## src/rtl/dcache_refill_ctrl_pkg.sv

```systemverilog
// Shared definitions for the dcache refill controller.
//  - default address/line widths and watchdog limit
//  - FSM state encoding
`ifndef MEM_ADDRESS_LEN
`define MEM_ADDRESS_LEN 16
`endif

package dcache_refill_ctrl_pkg;

    localparam int ADDR_W_DEF      = `MEM_ADDRESS_LEN;
    localparam int LINE_W_DEF      = 128;
    localparam int TIMEOUT_CYC_DEF = 64;

    typedef enum logic [2:0] {
        ST_IDLE    = 3'd0,
        ST_WB_REQ  = 3'd1,
        ST_WB_WAIT = 3'd2,
        ST_RD_REQ  = 3'd3,
        ST_RD_WAIT = 3'd4,
        ST_RESP    = 3'd5,
        ST_ERR     = 3'd6
    } state_t;

endpackage

```

## src/rtl/dcache_refill_ctrl_watchdog.sv

```systemverilog
// Watchdog counter for the refill controller's WAIT states.
//  clk, reset    : clock / async active-low reset
//  i_clr         : restart the count (asserted on the cycle before a WAIT state)
//  i_en          : count this cycle (asserted while in a WAIT state)
//  o_timeout     : count has reached TIMEOUT_CYC-1 while enabled
module dcache_refill_ctrl_watchdog #(
    parameter int TIMEOUT_CYC = 64
) (
    input  logic clk,
    input  logic reset,
    input  logic i_clr,
    input  logic i_en,
    output logic o_timeout
);

    localparam int CNT_W = $clog2(TIMEOUT_CYC) + 1;
    localparam logic [CNT_W-1:0] LIMIT = CNT_W'(TIMEOUT_CYC - 1);

    logic [CNT_W-1:0] r_cnt;

    // Saturates at LIMIT; the FSM leaves the WAIT state on that cycle anyway.
    always_ff @(posedge clk or negedge reset) begin
        if (!reset)
            r_cnt <= '0;
        else if (i_clr)
            r_cnt <= '0;
        else if (i_en && (r_cnt != LIMIT))
            r_cnt <= r_cnt + 1'b1;
    end

    assign o_timeout = i_en && (r_cnt == LIMIT);

endmodule

```

## src/rtl/dcache_refill_ctrl.sv

```systemverilog
// Data-cache miss handler towards the memory controller's dcache port.
// On a miss it optionally writes back the dirty victim, then reads the
// missing line and returns it to the cache. One miss in flight at a time;
// a watchdog aborts a miss whose memory response never arrives.
//  miss_req/miss_addr/victim_*      : miss request from the cache (taken in IDLE)
//  busy                             : miss in progress
//  refill_valid/addr/data           : one-cycle line return
//  refill_err                       : one-cycle abort indication
//  from_dcache/is_write/addr_dcache/
//  write_addr/data_from_cache       : request to the memory controller
//  read_ready_for_dcache/
//  written_data_ack/data_to_cache   : responses from the memory controller
module dcache_refill_ctrl
    import dcache_refill_ctrl_pkg::*;
#(
    parameter int ADDR_W      = ADDR_W_DEF,
    parameter int LINE_W      = LINE_W_DEF,
    parameter int TIMEOUT_CYC = TIMEOUT_CYC_DEF
) (
    input  logic              clk,
    input  logic              reset,
    input  logic              miss_req,
    input  logic [ADDR_W-1:0] miss_addr,
    input  logic              victim_dirty,
    input  logic [ADDR_W-1:0] victim_addr,
    input  logic [LINE_W-1:0] victim_data,
    output logic              busy,
    output logic              refill_valid,
    output logic [ADDR_W-1:0] refill_addr,
    output logic [LINE_W-1:0] refill_data,
    output logic              refill_err,
    output logic              from_dcache,
    output logic              is_write,
    output logic [ADDR_W-1:0] addr_dcache,
    output logic [ADDR_W-1:0] write_addr,
    output logic [LINE_W-1:0] data_from_cache,
    input  logic              read_ready_for_dcache,
    input  logic              written_data_ack,
    input  logic [LINE_W-1:0] data_to_cache
);

    state_t            r_state, w_next;
    logic [ADDR_W-1:0] r_miss_addr;
    logic [ADDR_W-1:0] r_victim_addr;
    logic [LINE_W-1:0] r_victim_data;
    logic [LINE_W-1:0] r_refill_data;
    logic              w_accept;
    logic              w_in_wait;
    logic              w_timeout;

    assign w_accept  = (r_state == ST_IDLE) && miss_req;
    assign w_in_wait = (r_state == ST_WB_WAIT) || (r_state == ST_RD_WAIT);

    // Every REQ state is followed by its WAIT state, so clearing in REQ
    // starts each WAIT with a count of zero.
    dcache_refill_ctrl_watchdog #(
        .TIMEOUT_CYC (TIMEOUT_CYC)
    ) u_watchdog (
        .clk       (clk),
        .reset     (reset),
        .i_clr     (from_dcache),
        .i_en      (w_in_wait),
        .o_timeout (w_timeout)
    );

    always_ff @(posedge clk or negedge reset) begin
        if (!reset) begin
            r_state       <= ST_IDLE;
            r_miss_addr   <= '0;
            r_victim_addr <= '0;
            r_victim_data <= '0;
            r_refill_data <= '0;
        end else begin
            r_state <= w_next;
            if (w_accept) begin
                r_miss_addr   <= miss_addr;
                r_victim_addr <= victim_addr;
                r_victim_data <= victim_data;
            end
            if ((r_state == ST_RD_WAIT) && read_ready_for_dcache)
                r_refill_data <= data_to_cache;
        end
    end

    // Responses only count in the matching WAIT state; a response on the
    // timeout cycle takes priority over the abort.
    always_comb begin
        w_next = r_state;
        case (r_state)
            ST_IDLE:    if (miss_req) w_next = victim_dirty ? ST_WB_REQ : ST_RD_REQ;
            ST_WB_REQ:  w_next = ST_WB_WAIT;
            ST_WB_WAIT: if (written_data_ack)      w_next = ST_RD_REQ;
                        else if (w_timeout)        w_next = ST_ERR;
            ST_RD_REQ:  w_next = ST_RD_WAIT;
            ST_RD_WAIT: if (read_ready_for_dcache) w_next = ST_RESP;
                        else if (w_timeout)        w_next = ST_ERR;
            ST_RESP:    w_next = ST_IDLE;
            ST_ERR:     w_next = ST_IDLE;
            default:    w_next = ST_IDLE;
        endcase
    end

    always_comb begin
        busy         = 1'b0;
        refill_valid = 1'b0;
        refill_err   = 1'b0;
        from_dcache  = 1'b0;
        is_write     = 1'b0;
        if (r_state != ST_IDLE)  busy = 1'b1;
        if (r_state == ST_RESP)  refill_valid = 1'b1;
        if (r_state == ST_ERR)   refill_err = 1'b1;
        if ((r_state == ST_WB_REQ) || (r_state == ST_RD_REQ))  from_dcache = 1'b1;
        if ((r_state == ST_WB_REQ) || (r_state == ST_WB_WAIT)) is_write = 1'b1;
    end

    // Addresses/data come straight from the latches, which only change on
    // acceptance in IDLE, so they are stable for the whole transaction.
    assign addr_dcache     = r_miss_addr;
    assign refill_addr     = r_miss_addr;
    assign write_addr      = r_victim_addr;
    assign data_from_cache = r_victim_data;
    assign refill_data     = r_refill_data;

endmodule

```

## config.mk

```make
export PLATFORM = sky130hd
export DESIGN_NAME = dcache_refill_ctrl
export DESIGN_NICKNAME = d
export VERILOG_FILES = /design/src/rtl/dcache_refill_ctrl_pkg.sv /design/src/rtl/dcache_refill_ctrl_watchdog.sv /design/src/rtl/dcache_refill_ctrl.sv
export SDC_FILE = /design/constraint.sdc
export NUM_CORES = 1
export LEC_CHECK = 0
export ABC_AREA = 0
export CAP_MARGIN = 5
export CORE_AREA = 2 2 236 238
export DETAILED_ROUTE_END_ITERATION = 8
export DIE_AREA = 0 0 238 240
export PLACE_DENSITY = 0.5
export SLEW_MARGIN = 10
export SYNTH_ARGS = -nofsm -noshare
export SYNTH_HDL_FRONTEND = slang
export SYNTH_SLANG_ARGS = --single-unit
```

## constraint.sdc

```tcl
create_clock -name clk -period 4.6 [get_ports clk]
set_input_delay 1.38 -clock clk [delete_from_list [all_inputs] [get_ports clk]]
set_output_delay 1.38 -clock clk [all_outputs]
set_load 0.1 [all_outputs]
```

; Yosys cells after proc, flatten, opt, wreduce, memory -nomap -nowiden
; Index checks and enable logic that the tools add are counted.
; Widths: inputs -> output; s select.
[word_totals]
ff_bits = 298
input_bits = 294
word_cells = 39
output_inout_bits = 309
[op_classes]
n_eq_ne = 9
addsub = 1
reduce_logical = 10
muxes = 13
[op_table]
columns = op, n
row1 = $pmux 3 s5, 1
row2 = $mux 7, 2
row3 = $mux 3, 4
row4 = $eq 3x3->1 const B, 3
row5 = $add 7x1->7 const B, 1
row6 = $eq 7x6->1 const B, 1
row7 = $ne 7x6->1 const B, 1
row8 = $eq 3x2->1 const B, 2
row9 = $mux 1, 5
row10 = $logic_and 1x1->1, 4
row11 = $eq 3x1->1 const B, 1
row12 = $logic_not 3->1, 1
row13 = $logic_or 1x1->1, 3
row14 = $reduce_bool 3->1, 1
row15 = $mux 2, 1
row16 = $ne 2x2->1 const B, 1
row17 = $reduce_bool 2->1, 1

; Logic depth before layout (Yosys ltp)
[logic_depth]
word_depth = 6
mapped_depth = 6
ltp_nobuf = 5

; Modules after synthesis
; A second synthesis with hierarchy kept.
[unflattened]
cells_unflattened = 695
hier_area_um2 = 11468.5
[by_module_without_submodules]
columns = module, cells_per_inst, seq_area_each_um2, area_per_inst_um2, n_inst
row1 = dcache_refill_ctrl, 656, 7282.0, 11078.1, 1
row2 = dcache_refill_ctrl_watchdog, 39, 175.2, 390.4, 1

; Worst setup path before layout
; OpenSTA, ideal clock, no wires.
[synth_timing]
kind = flip-flop to output port
startpoint = register r_state[2]
endpoint = output port refill_valid
required_time_ps = 3220
stages_incl_launch_ff = 4
arrival_time_ps = 3048
n_path_buf = 2
path_slack_ps = 172
cell_sequence = dfrtp_1 -> buf_2 -> clkbuf_1 -> nor3b_1
[synth_between]
elab_chain_len = 2
[synth_lines]
columns = element, line_no
row1 = "start, declared", dcache_refill_ctrl.sv:42  ; state_t r_state, w_next;
row2 = "start signal, assigned", dcache_refill_ctrl.sv:74  ; r_state <= w_next;
row3 = $eq 3x3->1, dcache_refill_ctrl.sv:110  ; if (r_state == ST_RESP) refill_valid = 1'b1;
row4 = $mux 1, dcache_refill_ctrl.sv:110
row5 = "end, declared", dcache_refill_ctrl.sv:28  ; output logic refill_valid,
; No other way between the ends.

; Worst setup path after layout
[layout_timing]
startpoint = register r_miss_addr[2], in the netlist addr_dcache[2]
endpoint = output port refill_addr[2]
[layout_lines]
columns = element, line_no
row1 = "start, declared", dcache_refill_ctrl.sv:43  ; logic [ADDR_W-1:0] r_miss_addr;
row2 = "start signal, assigned", dcache_refill_ctrl.sv:76  ; r_miss_addr <= miss_addr;
row3 = "end, declared", dcache_refill_ctrl.sv:29  ; output logic [ADDR_W-1:0] refill_addr,
; No word-level cell between the ends.

==> metrics.yaml <==
clock-sinks: 298
dieArea_um2: 57100
drv_cap: 0
drive_gt1_share_pct: 27.7
start_kind: "flop"
mostFrequentLayoutCells: "clkdlybuf4s50_1, dfrtp_1, mux2_2"
num_vias: 8237
core_area_um2: 54700
postCtsSetupBuffers: 0
rr_worst_depth: 4
finalHoldViolations: 0
cp.arrival_ns: 2.18
io_buffers: 602
tns_ns: 0
critical_path_class: "reg2out"
grt_max_degree: 91
overflow: 0
initialDrtViolationCount: 289
die_w_um: 238
ioPinCount: 603
final_net_count: 1611
wirelength_um: 38800
finalNonFillerCells: 2043
cp.buffers_inverters: 1
hpwl_um: 29100
area_growth_pct: 65.5
holdPathStages: 1
worstReg2RegEnd: "addr_dcache[0]"
synth-main-ff-cell: "dfrtp_1"
finalMaxSlewViolations: 0
yosysTopAreaCell: "dfrtp_1"
hold_path_class: "reg2reg"
synth.yosys.seq_area_share_pct: 61.9
path_delay_family: "buffers and inverters"
dr.pass1.iters: 4
viasPerCell: 4.03
track_usage_pct: 12.9
path_cells: "clkdlybuf4s50_1"
r2r_setup_slack_ns: 2.12
synth_warnings: 0
fin_crit_sh_pct: 77.5
ant_nets: 0
fmax_mhz: 281
synth-edff-count: 0
syn-instance-count: 711
cp.required_ns: 3.22
placed_cells: 1980
synth_seq_cells: 298
floorplan.initialDensity_pct: 22.0
worstSetupPathDepth: 1
critPathCaptureType: "primary output"
syn_area_um2: 12000
grt_pass1_wl_um: 56000
ctsLongestPathBuffers: 3
clkTransAtPathRegs_ns: 0.06
cts_root_buf: "clkbuf_16"
critPathLaunch: "addr_dcache[2]"
cts_buffers: 38
avgSynthCellArea_um2: 16.9
drc: 0
finalSetupViolCount: 0
critPathMaxStageDelay_ns: 1.18
cpMaxStageDelayCell: "clkdlybuf4s50_1"
hold_path.startpoint: "refill_data[80]"
worst_pin_slew_ns: 1.09
grt_pass1_vias: 8851
h-tree-depth: 2
holdPathEnd: "refill_data[80]"
status: "complete, no violations"
fill_cells: 5322
syn_nets: 1006
synthArstFlopShare_pct: 100
synth_top_area_share_pct: 61.9
rows: 86
path_max_fanout: 3
wl_per_cell_um: 19.0
antenna_found_initial: 1
yosys.cell_types.count: 40
cts_tree: "done"
place_congestion: 0.769
ctsResizeCount: 0
rsz0062_at_grt: "no"
die_y_um: 240
insertion_delay_ns: 0.54
slew-limit-headroom_pct: 27.1
finalClockSkew_ns: 0.0171
period_needed_ns: 3.56
final_common_cell: "clkdlybuf4s50_1"
yosys-top-cells-area: "dfrtp_1, mux2_2, mux2_4"
reg2reg_from: "r_state[2]"
cts-hold-fix-buffers: 0
-- flip-flops by register name, indices dropped and copies added (netlist names) --
signal and cells:
data_from_cache 128, refill_data 128, addr_dcache 16, write_addr 16
u_watchdog.r_cnt 7, r_state 3
-- kinds of logic (layout without fill, tap and decap cells) --
| group | count (synthesis) | after routing | synth area share (%) |
|---|---|---|---|
| adder cells (fa/ha/maj) | 1 | 1 | 0.104 |
| multiplexers | 290 | 290 | 30.2 |
| XOR/XNOR | 2 | 2 | 0.145 |
| other | 0 | 1 | 0 |
| buffers and inverters | 58 | 685 | 4.39 |
| AO/OA/AOI/OAI | 32 | 32 | 1.85 |
| AND/OR/NAND/NOR | 30 | 30 | 1.42 |
| flip-flops | 298 | 298 | 61.9 |
-- cell type report --
class	count	area, um2	area share, %
sequential	298	7460	37.4
timing repair buffer	618	6250	31.3
multi-input combinational	355	4070	20.4
clock buffer	56	1180	5.93
tap	704	881	4.42
clock inverter	6	83.8	0.420
inverter	5	18.8	0.0941
antenna	1	2.50	0.0125
-- cells in the mapped netlist (2+ instances only) --
master and number:
dfrtp_1 298, mux2_2 188, mux2_4 100, buf_4 34
buf_12 11, nand2_1 8, nor2_1 6, a21oi_1 5
a31oi_1 5, inv_1 5, o21ai_0 5, buf_2 4
clkbuf_1 4, a211oi_1 3, and3_1 3, nand2b_1 3
mux2i_1 2, nor2b_1 2, nor3_1 2, o211ai_1 2
o22a_1 2
-- metal layers --
layer / GRT usage (%) / part of all wire (%) / vias to the layer above
li1: - / - / 3720
met1: 14.4 / 38 / 4135
met2: 22.7 / 51 / 315
met3: 4.78 / 8.8 / 67
met4: 4.05 / 2.4 / 0
met5: 0 / 0 / -
-- worst max path at each step --
stage,to,slack [ns]
2_1_floorplan,refill_valid,0.17
3_3_place_gp,addr_dcache[0],1.15
3_5_place_dp,addr_dcache[0],1.12
4_1_cts,refill_addr[2],0.98
5_1_grt,addr_dcache[2],0.98
6_report,refill_addr[2],1.04
-- per-stage QoR --
step | setup WS, ns | hold slack, ns | instance area [um2] | util (%)
2_1_floorplan | 0.172 | 0.530 | 12000 | -
3_3_place_gp | 1.15 | 0.489 | 18700 | 34.2
3_5_place_dp | 1.12 | 0.491 | 18700 | 34.2
4_1_cts | 0.976 | 0.506 | 19900 | 36.5
5_1_grt | 0.979 | 0.512 | 19900 | 36.5
6_report | 1.04 | 0.502 | 19900 | 36.5
Power is left out: the tool's default activity adds up to more than one toggle a clock period on the data nets, which glitch-free logic cannot reach.
